===== config.mk =====
export PLATFORM = sky130hd
export DESIGN_NAME = if_fetch_ctrl
export DESIGN_NICKNAME = d
export VERILOG_FILES = /design/src/rtl/if_fetch_ctrl.sv
export SDC_FILE = /design/constraint.sdc
export NUM_CORES = 1
export LEC_CHECK = 0
export BUFFER_PORTS_ARGS = -buffer_cell sky130_fd_sc_hd__buf_2
export CAP_MARGIN = 20
export CELL_PAD_IN_SITES_DETAIL_PLACEMENT = 1
export CELL_PAD_IN_SITES_GLOBAL_PLACEMENT = 1
export CORE_UTILIZATION = 39
export CTS_CLUSTER_DIAMETER = 40
export DETAILED_ROUTE_END_ITERATION = 12
export PLACE_DENSITY_LB_ADDON = 0.1
export SYNTH_ARGS = -nofsm -noshare
export SYNTH_HDL_FRONTEND = slang
export SYNTH_SLANG_ARGS = --single-unit

===== constraint.sdc =====
create_clock -name clk -period 5.62 [get_ports clk]
set_input_delay 0.562 -clock clk [delete_from_list [all_inputs] [get_ports clk]]
set_output_delay 0.562 -clock clk [all_outputs]
set_load 0.03 [all_outputs]

===== src/rtl/if_fetch_ctrl.sv =====
// IF-stage fetch controller: owns the PC and issues one outstanding request at a
// time on the SRAM-like instruction port. Returned instructions are queued in a
// small FIFO whose head feeds the ID pipeline register. Redirects flush the FIFO;
// a response still in flight for a cancelled request is swallowed in S_DROP.
// Optional build macro IF_FETCH_PERF_EN adds drop and bubble counters.
module if_fetch_ctrl #(
  parameter logic [31:0] RESET_PC  = 32'hBFC0_0000,
  parameter int          BUF_DEPTH = 2
) (
  input  logic        clk,
  input  logic        resetn,
  input  logic        ID_Wr,
  input  logic        exc_valid,
  input  logic [31:0] exc_pc,
  input  logic        redirect_valid,
  input  logic [31:0] redirect_pc,
  output logic        inst_req,
  output logic [31:0] inst_addr,
  input  logic        inst_addr_ok,
  input  logic [31:0] inst_rdata,
  input  logic        inst_data_ok,
  output logic        IF_Valid,
  output logic [31:0] IF_PC,
  output logic [31:0] IF_Instr,
  output logic        IF_AdEL
`ifdef IF_FETCH_PERF_EN
  ,
  output logic [31:0] perf_drop_cnt,
  output logic [31:0] perf_bubble_cnt
`endif
);

  localparam int PW = (BUF_DEPTH > 1) ? $clog2(BUF_DEPTH) : 1;
  localparam int CW = $clog2(BUF_DEPTH + 1);
  localparam logic [CW-1:0] DEPTH_C = CW'(BUF_DEPTH);

  typedef enum logic [1:0] {
    S_REQ  = 2'd0,
    S_WAIT = 2'd1,
    S_DROP = 2'd2,
    S_HALT = 2'd3
  } state_t;

  state_t          r_state;
  state_t          w_state_nxt;
  logic [31:0]     r_pc;
  logic [31:0]     w_pc_nxt;
  logic [31:0]     r_req_pc;
  logic [CW-1:0]   r_count;
  logic [PW-1:0]   r_rd_ptr;
  logic [PW-1:0]   r_wr_ptr;

  logic [31:0]     r_buf_pc    [BUF_DEPTH];
  logic [31:0]     r_buf_instr [BUF_DEPTH];
  logic            r_buf_adel  [BUF_DEPTH];

  logic            w_redir;
  logic [31:0]     w_target;
  logic            w_has_free;
  logic            w_aligned;
  logic            w_req;
  logic            w_accept;
  logic            w_outstanding;
  logic            w_valid;
  logic            w_pop;
  logic            w_push;
  logic [31:0]     w_push_pc;
  logic [31:0]     w_push_instr;
  logic            w_push_adel;

  assign w_redir    = exc_valid | redirect_valid;
  assign w_target   = exc_valid ? exc_pc : redirect_pc;
  assign w_has_free = (r_count < DEPTH_C);
  assign w_aligned  = (r_pc[1:0] == 2'b00);
  // Gated by resetn so nothing is requested while reset is held.
  assign w_req      = resetn && (r_state == S_REQ) && w_aligned && w_has_free;
  assign w_accept   = w_req && inst_addr_ok;
  assign w_valid    = (r_count != '0);
  assign w_pop      = w_valid && ID_Wr;

  // A response is still owed to us after this edge.
  assign w_outstanding = (((r_state == S_WAIT) || (r_state == S_DROP)) && !inst_data_ok) || w_accept;

  assign inst_req  = w_req;
  // Address mirrors the PC; forced to zero while reset is asserted.
  assign inst_addr = resetn ? r_pc : 32'h0;

  // Head entry masked when empty so stale buffer contents never leak out.
  assign IF_Valid = w_valid;
  assign IF_PC    = w_valid ? r_buf_pc[r_rd_ptr]    : 32'h0;
  assign IF_Instr = w_valid ? r_buf_instr[r_rd_ptr] : 32'h0;
  assign IF_AdEL  = w_valid ? r_buf_adel[r_rd_ptr]  : 1'b0;

  // Next-state, next-PC and push decision; a redirect overrides everything.
  always_comb begin
    w_state_nxt  = r_state;
    w_pc_nxt     = r_pc;
    w_push       = 1'b0;
    w_push_pc    = r_req_pc;
    w_push_instr = inst_rdata;
    w_push_adel  = 1'b0;
    case (r_state)
      S_REQ: begin
        if (w_aligned) begin
          if (w_accept) begin
            w_state_nxt = S_WAIT;
            w_pc_nxt    = r_pc + 32'd4;
          end
        end else if (w_has_free) begin
          w_push       = 1'b1;
          w_push_pc    = r_pc;
          w_push_instr = 32'h0;
          w_push_adel  = 1'b1;
          w_state_nxt  = S_HALT;
        end
      end
      S_WAIT: begin
        if (inst_data_ok) begin
          w_push      = 1'b1;
          w_state_nxt = S_REQ;
        end
      end
      S_DROP: begin
        if (inst_data_ok) begin
          w_state_nxt = S_REQ;
        end
      end
      S_HALT: begin
        w_state_nxt = S_HALT;
      end
      default: begin
        w_state_nxt = S_REQ;
      end
    endcase
    if (w_redir) begin
      w_push      = 1'b0;
      w_pc_nxt    = w_target;
      w_state_nxt = w_outstanding ? S_DROP : S_REQ;
    end
  end

  // State and PC registers.
  always_ff @(posedge clk or negedge resetn) begin
    if (!resetn) begin
      r_state <= S_REQ;
      r_pc    <= RESET_PC;
    end else begin
      r_state <= w_state_nxt;
      r_pc    <= w_pc_nxt;
    end
  end

  // Remember the address of the request in flight for tagging its response.
  always_ff @(posedge clk) begin
    if (w_accept) begin
      r_req_pc <= r_pc;
    end
  end

  // FIFO occupancy and pointers; a redirect empties the queue.
  always_ff @(posedge clk or negedge resetn) begin
    if (!resetn) begin
      r_count  <= '0;
      r_rd_ptr <= '0;
      r_wr_ptr <= '0;
    end else if (w_redir) begin
      r_count  <= '0;
      r_rd_ptr <= '0;
      r_wr_ptr <= '0;
    end else begin
      if (w_push) begin
        r_wr_ptr <= r_wr_ptr + PW'(1);
      end
      if (w_pop) begin
        r_rd_ptr <= r_rd_ptr + PW'(1);
      end
      case ({w_push, w_pop})
        2'b10:   r_count <= r_count + CW'(1);
        2'b01:   r_count <= r_count - CW'(1);
        default: r_count <= r_count;
      endcase
    end
  end

  // FIFO payload storage.
  always_ff @(posedge clk) begin
    if (w_push) begin
      r_buf_pc[r_wr_ptr]    <= w_push_pc;
      r_buf_instr[r_wr_ptr] <= w_push_instr;
      r_buf_adel[r_wr_ptr]  <= w_push_adel;
    end
  end

`ifdef IF_FETCH_PERF_EN
  logic w_drop;
  assign w_drop = inst_data_ok && ((r_state == S_DROP) || (w_redir && (r_state == S_WAIT)));

  // Count discarded responses and cycles where ID wanted an instruction but none was ready.
  always_ff @(posedge clk or negedge resetn) begin
    if (!resetn) begin
      perf_drop_cnt   <= 32'h0;
      perf_bubble_cnt <= 32'h0;
    end else begin
      if (w_drop) begin
        perf_drop_cnt <= perf_drop_cnt + 32'd1;
      end
      if (!w_valid && ID_Wr) begin
        perf_bubble_cnt <= perf_bubble_cnt + 32'd1;
      end
    end
  end
`endif

endmodule


# ---- Word-level counts from Yosys, hierarchy flattened
# Memories as Yosys holds them, arrays and structs flattened.
# Cells that the tools add are included.
dict set report totals {
  register_bits 70
  ram_bits 130
  in_bits 103
  out_inout_bits 99
  mem_count 3
}
# memory depth word_bits read_ports rd_ports_with_merged_regs write_ports line_no
set memory_table {}
lappend memory_table {r_buf_instr 2 32 1 0 1 54} ;# logic [31:0] r_buf_instr [BUF_DEPTH];
lappend memory_table {r_buf_pc 2 32 1 0 1 53} ;# logic [31:0] r_buf_pc [BUF_DEPTH];
lappend memory_table {r_buf_adel 2 1 1 0 1 55} ;# logic r_buf_adel [BUF_DEPTH];
dict set report op_classes {
  n_addsub 5
  order_cmp 1
  n_eq_ne 8
  muxes 36
  bitwise 1
  n_reduce_logical 21
}
# cell n
set ops {}
lappend ops {{$mux W32} 14}
lappend ops {{$add A32 B3 Y32 const B} 1}
lappend ops {{$mux W2} 7}
lappend ops {{$mux W1} 12}
lappend ops {{$reduce_bool A2 Y1} 6}
lappend ops {{$ne A4 B4 Y1 const B} 2}
lappend ops {{$eq A2 B2 Y1 const B} 3}
lappend ops {{$logic_and A1 B1 Y1} 6}
lappend ops {{$pmux W2 S3} 1}
lappend ops {{$reduce_and A3 Y1} 2}
lappend ops {{$eq A2 B1 Y1 const B} 2}
lappend ops {{$logic_not A2 Y1} 2}
lappend ops {{$pmux W2 S2} 1}
lappend ops {{$ne A3 B1 Y1 const B} 1}
lappend ops {{$reduce_bool A3 Y1} 1}
lappend ops {{$add A1 B1 Y1 const B} 2}
lappend ops {{$add A2 B1 Y2 const B} 1}
lappend ops {{$logic_or A1 B1 Y1} 2}
lappend ops {{$lt A2 B2 Y1 const B} 1}
lappend ops {{$pmux W1 S2} 1}
lappend ops {{$reduce_or A2 Y1} 1}
lappend ops {{$sub A2 B1 Y2 const B} 1}
lappend ops {{$logic_not A1 Y1} 1}
lappend ops {{$or A1 B1 Y1} 1}

# ---- Depth between registers and ports, before layout
dict set report logic_depth {
  word_depth 9
  mapped_depth 8
  ltp_nobuf 8
}

# ---- Least setup slack after synthesis
# Ideal clock, no wire load.
dict set report synth_path {
  kind {input to register}
  startpoint {in exc_valid}
  endpoint {mem r_buf_adel[0], enable pin}
  setup_ns 0.488
  arrival_ns 4.138
  required_ns 5.132
  slack_ns 0.993
  stages 5
  path_buffers 2
  path_cell_list {clkbuf_1 > nor2_1 > clkbuf_1 > nand2_1 > nor2_1}
}
dict set report synth_via {
  elab_chain_cells 4
}
# element line_no
set synth_lines {}
lappend synth_lines {{start: declaration} 13} ;# input logic exc_valid,
lappend synth_lines {{$or A1 B1 Y1} 71} ;# assign w_redir = exc_valid | redirect_valid;
lappend synth_lines {{$mux W1} 135} ;# if (w_redir) begin
lappend synth_lines {{$mux W1} 187} ;# if (w_push) begin
lappend synth_lines {{$mux W1 (not written as such)} 190} ;# r_buf_adel[r_wr_ptr] <= w_push_adel;
lappend synth_lines {{end: declaration} 55}
# Every way passes these cells.

# ---- Worst setup path in the final report
dict set report layout_path {
  startpoint {reg r_rd_ptr}
  endpoint {out IF_PC[7]}
}
dict set report layout_via {
  elab_chain_cells 2
}
# element line_no
set layout_lines {}
lappend layout_lines {{start: declaration} 50} ;# logic [PW-1:0] r_rd_ptr;
lappend layout_lines {{start signal: assignment} 175} ;# r_rd_ptr <= r_rd_ptr + PW'(1);
lappend layout_lines {{$mem_v2 Z2 W32} n/a}
lappend layout_lines {{$mux W32} 90} ;# assign IF_PC = w_valid ? r_buf_pc[r_rd_ptr] : 32'h0;
lappend layout_lines {{end: declaration} 23} ;# output logic [31:0] IF_PC,
# Every way passes these cells.

==> flow_summary.ini <==
[clock_network]
clock_sinks = 200
cts.clk_slew.worst_paths_ns = 0.07
htreeDepth = 4
clk_path_buf_depth = 2
numCtsBuffers = 17
cts_tree = built
clock_latency_ns = 0.43
ctsResizeCount = 0
cts_root_buffer = clkbuf_16
post_cts_buffers = 0
postCtsHoldBufs = 0

[drt]
drt-initial-drc-count = 343
routedWlPerCell_um = 18.0
routed_wl_um = 23100
via_count = 6449
ant_nets = 0
drc = 0
dr.pass1.iters = 4
viasPerCell = 5.04

[finish]
fin_nets = 1062
syn2layout_area_growth_pct = 20.4
drive_above_1_share_pct = 27.4
diodes = 0
instances_no_fill = 1280

[global_routing]
grt_pass1_vias = 6808
track_usage_pct = 19.9
grt_overflow = 0
grt_antenna_before_repair = 0
grt_pass1_wl_um = 36600
grt_start_max_net_pins = 70

[setup_path]
worst_ep_required_time_ns = 5.06
critPathKind = reg -> out
timing.rr.end = r_buf_pc[0][28]
end_kind = output port
critPathLaunchType = flop
rr_worst_depth = 8
rrSetupSlack_ns = 2.75
rr_startpoint = r_state[1]
worstPathArrival_ns = 2.46
cp_max_fo = 35

[synthesis]
synthTopCellsByArea = edfxtp_1 53%, mux2i_1 8.1%, dfrtp_1 7.9%, nand2_1 4.7%, and2_1 4.6%
synthMuxAreaShare_pct = 8.32
synth-simple-area-share_pct = 17.8
synth_nets = 878
synth_xor_area_share_pct = 2.86
ys_async_sr_fraction_pct = 19.0
syn_inst = 770
ys_top_cells_by_count = 162 x edfxtp_1, 114 x nand2_1, 79 x nor2_1
synth.top_cell.area_share_pct = 53.0
yosysMostFrequentCell = edfxtp_1
synth_top_family_by_area = simple AND/OR/NAND/NOR gates
ys.flop_type = edfxtp_1
syn_avg_cell_area_um2 = 11.9
yosysWarnings = 0
synth_compound_area_share_pct = 4.61
synth_adder_area_share_pct = 0.682
seq_area_frac_synth_pct = 63.5
yosysUniqueCellTypes = 43
netlist_area_um2 = 9180
synth_seq_cells = 200
synth_edf_count = 162
synth_area_leader_cell = edfxtp_1

[timing]
fin_tns_setup_ns = 0
finalHoldViolCount = 0
drv_slew = 0
fin_crit_sh_pct = 53.7
skew_ns = 0.0129
worst_slew_pin_slew_ns = 0.987
max_clock_freq_mhz = 331
rsz0062_at_grt = no
fin_crit_ns = 3.02
max-slew-margin-rel_pct = 34.2
finalSetupViolations = 0

[die]
start_util_pct = 40.2
fp.dieH_um = 155
io-pin-count = 202
die_x_um = 155
rows = 55
dieArea_um2 = 24100
core_area_um2 = 22800

[placement]
io_buffer_count = 201
place.gp.congestion = 0.741
dp_hpwl_um = 15400
placed_cells = 1248

[run_status]
status = complete, no violations

[power_and_ir_drop]
vdd_drop_max_mv = 0.159
leakage_nw = 4.28
powerDensity_nw_per_um2 = 329

[min_path]
hold_class = in -> async

[flow_run]
cap_violations = 0
==> logic make-up after synthesis <==
kind of cell,Yosys count
AO/OA/AOI/OAI,71
XOR/XNOR,30
adder cells (fa/ha/maj),5
buffers and inverters,55
flip-flops,200
multiplexers,76
AND/OR/NAND/NOR,333
==> worst max-delay path by stage <==
| stage | from | to | slack [ns] |
|---|---|---|---|
| 2_1_floorplan | exc_valid | r_buf_adel[0] | 0.99 |
| 3_3_place_gp | resetn | r_pc[27] | 2.66 |
| 3_5_place_dp | resetn | r_pc[27] | 2.57 |
| 4_1_cts | r_rd_ptr | IF_PC[7] | 2.52 |
| 5_1_grt | r_rd_ptr | IF_PC[17] | 2.42 |
| 6_report | r_rd_ptr | IF_PC[7] | 2.60 |
==> final cells by class <==
class,instances,area (um^2)
multi-input cells,515,3180
clock buffers,18,429
inverters,12,45.0
clock inverters,14,114
repair buffers,208,1060
fillers,2537,11800
flip-flops and latches,200,5830
well taps,313,392
==> metal layers <==
layer | part of all wire (%) | GRT usage, % | vias to the layer above
met1 | 48 | 27.0 | 3188
li1 | - | - | 3090
met4 | 1.1 | 5.23 | 0
met3 | 4.0 | 3.87 | 13
met2 | 47 | 32.6 | 158
met5 | 0 | 0 | -
==> metrics by stage <==
| stage | hold slack, ns | power [mW] | setup WS [ns] | util (%) | instance area (um^2) |
|---|---|---|---|---|---|
| floorplan | 0.266 | 2.29 | 0.993 | - | 9180 |
| global placement | 0.492 | 2.52 | 2.66 | 46.0 | 10500 |
| detailed placement | 0.505 | 2.54 | 2.57 | 46.0 | 10500 |
| CTS | 0.0428 | 3.68 | 2.52 | 48.3 | 11000 |
| global route | 0.0491 | 3.79 | 2.42 | 48.3 | 11000 |
| finish | 0.0536 | 3.64 | 2.60 | 48.3 | 11000 |
==> cells in the final DEF, fill, tap and decap left out, types with 9 or more instances in the layout <==
cell / instances
buf_2: 201
edfxtp_1: 162
nand2_1: 114
nor2_1: 76
mux2i_1: 74
and2_1: 67
dfrtp_1: 28
a21oi_1: 25
xnor2_1: 24
clkbuf_16: 17
nor2b_1: 14
a211oi_1: 13
nor4_1: 13
o21ai_1: 11
inv_1: 10
nand3_1: 10
dfstp_2: 9
==> power by group <==
part	total (mW)	internal, mW	switching [mW]
Combinational	0.682	0.217	0.465
Clock	1.14	0.578	0.564
Sequential	1.82	1.74	0.0718
==> critical path, cell delays in order (launching register included) <==
cell     delay, ns
dfrtp_4       0.84
buf_4         0.59
mux2i_1       0.29
nor2_1        0.07
buf_2         0.21
==> state kept, by name, summed over array words and instances (netlist names) <==
name / count
r_buf_adel: 2
r_buf_instr: 64
r_buf_pc: 64
r_count: 2
r_pc: 32
r_rd_ptr: 1
r_req_pc: 32
r_state: 2
r_wr_ptr: 1
Note: power is estimated with default switching activity, not from simulation.
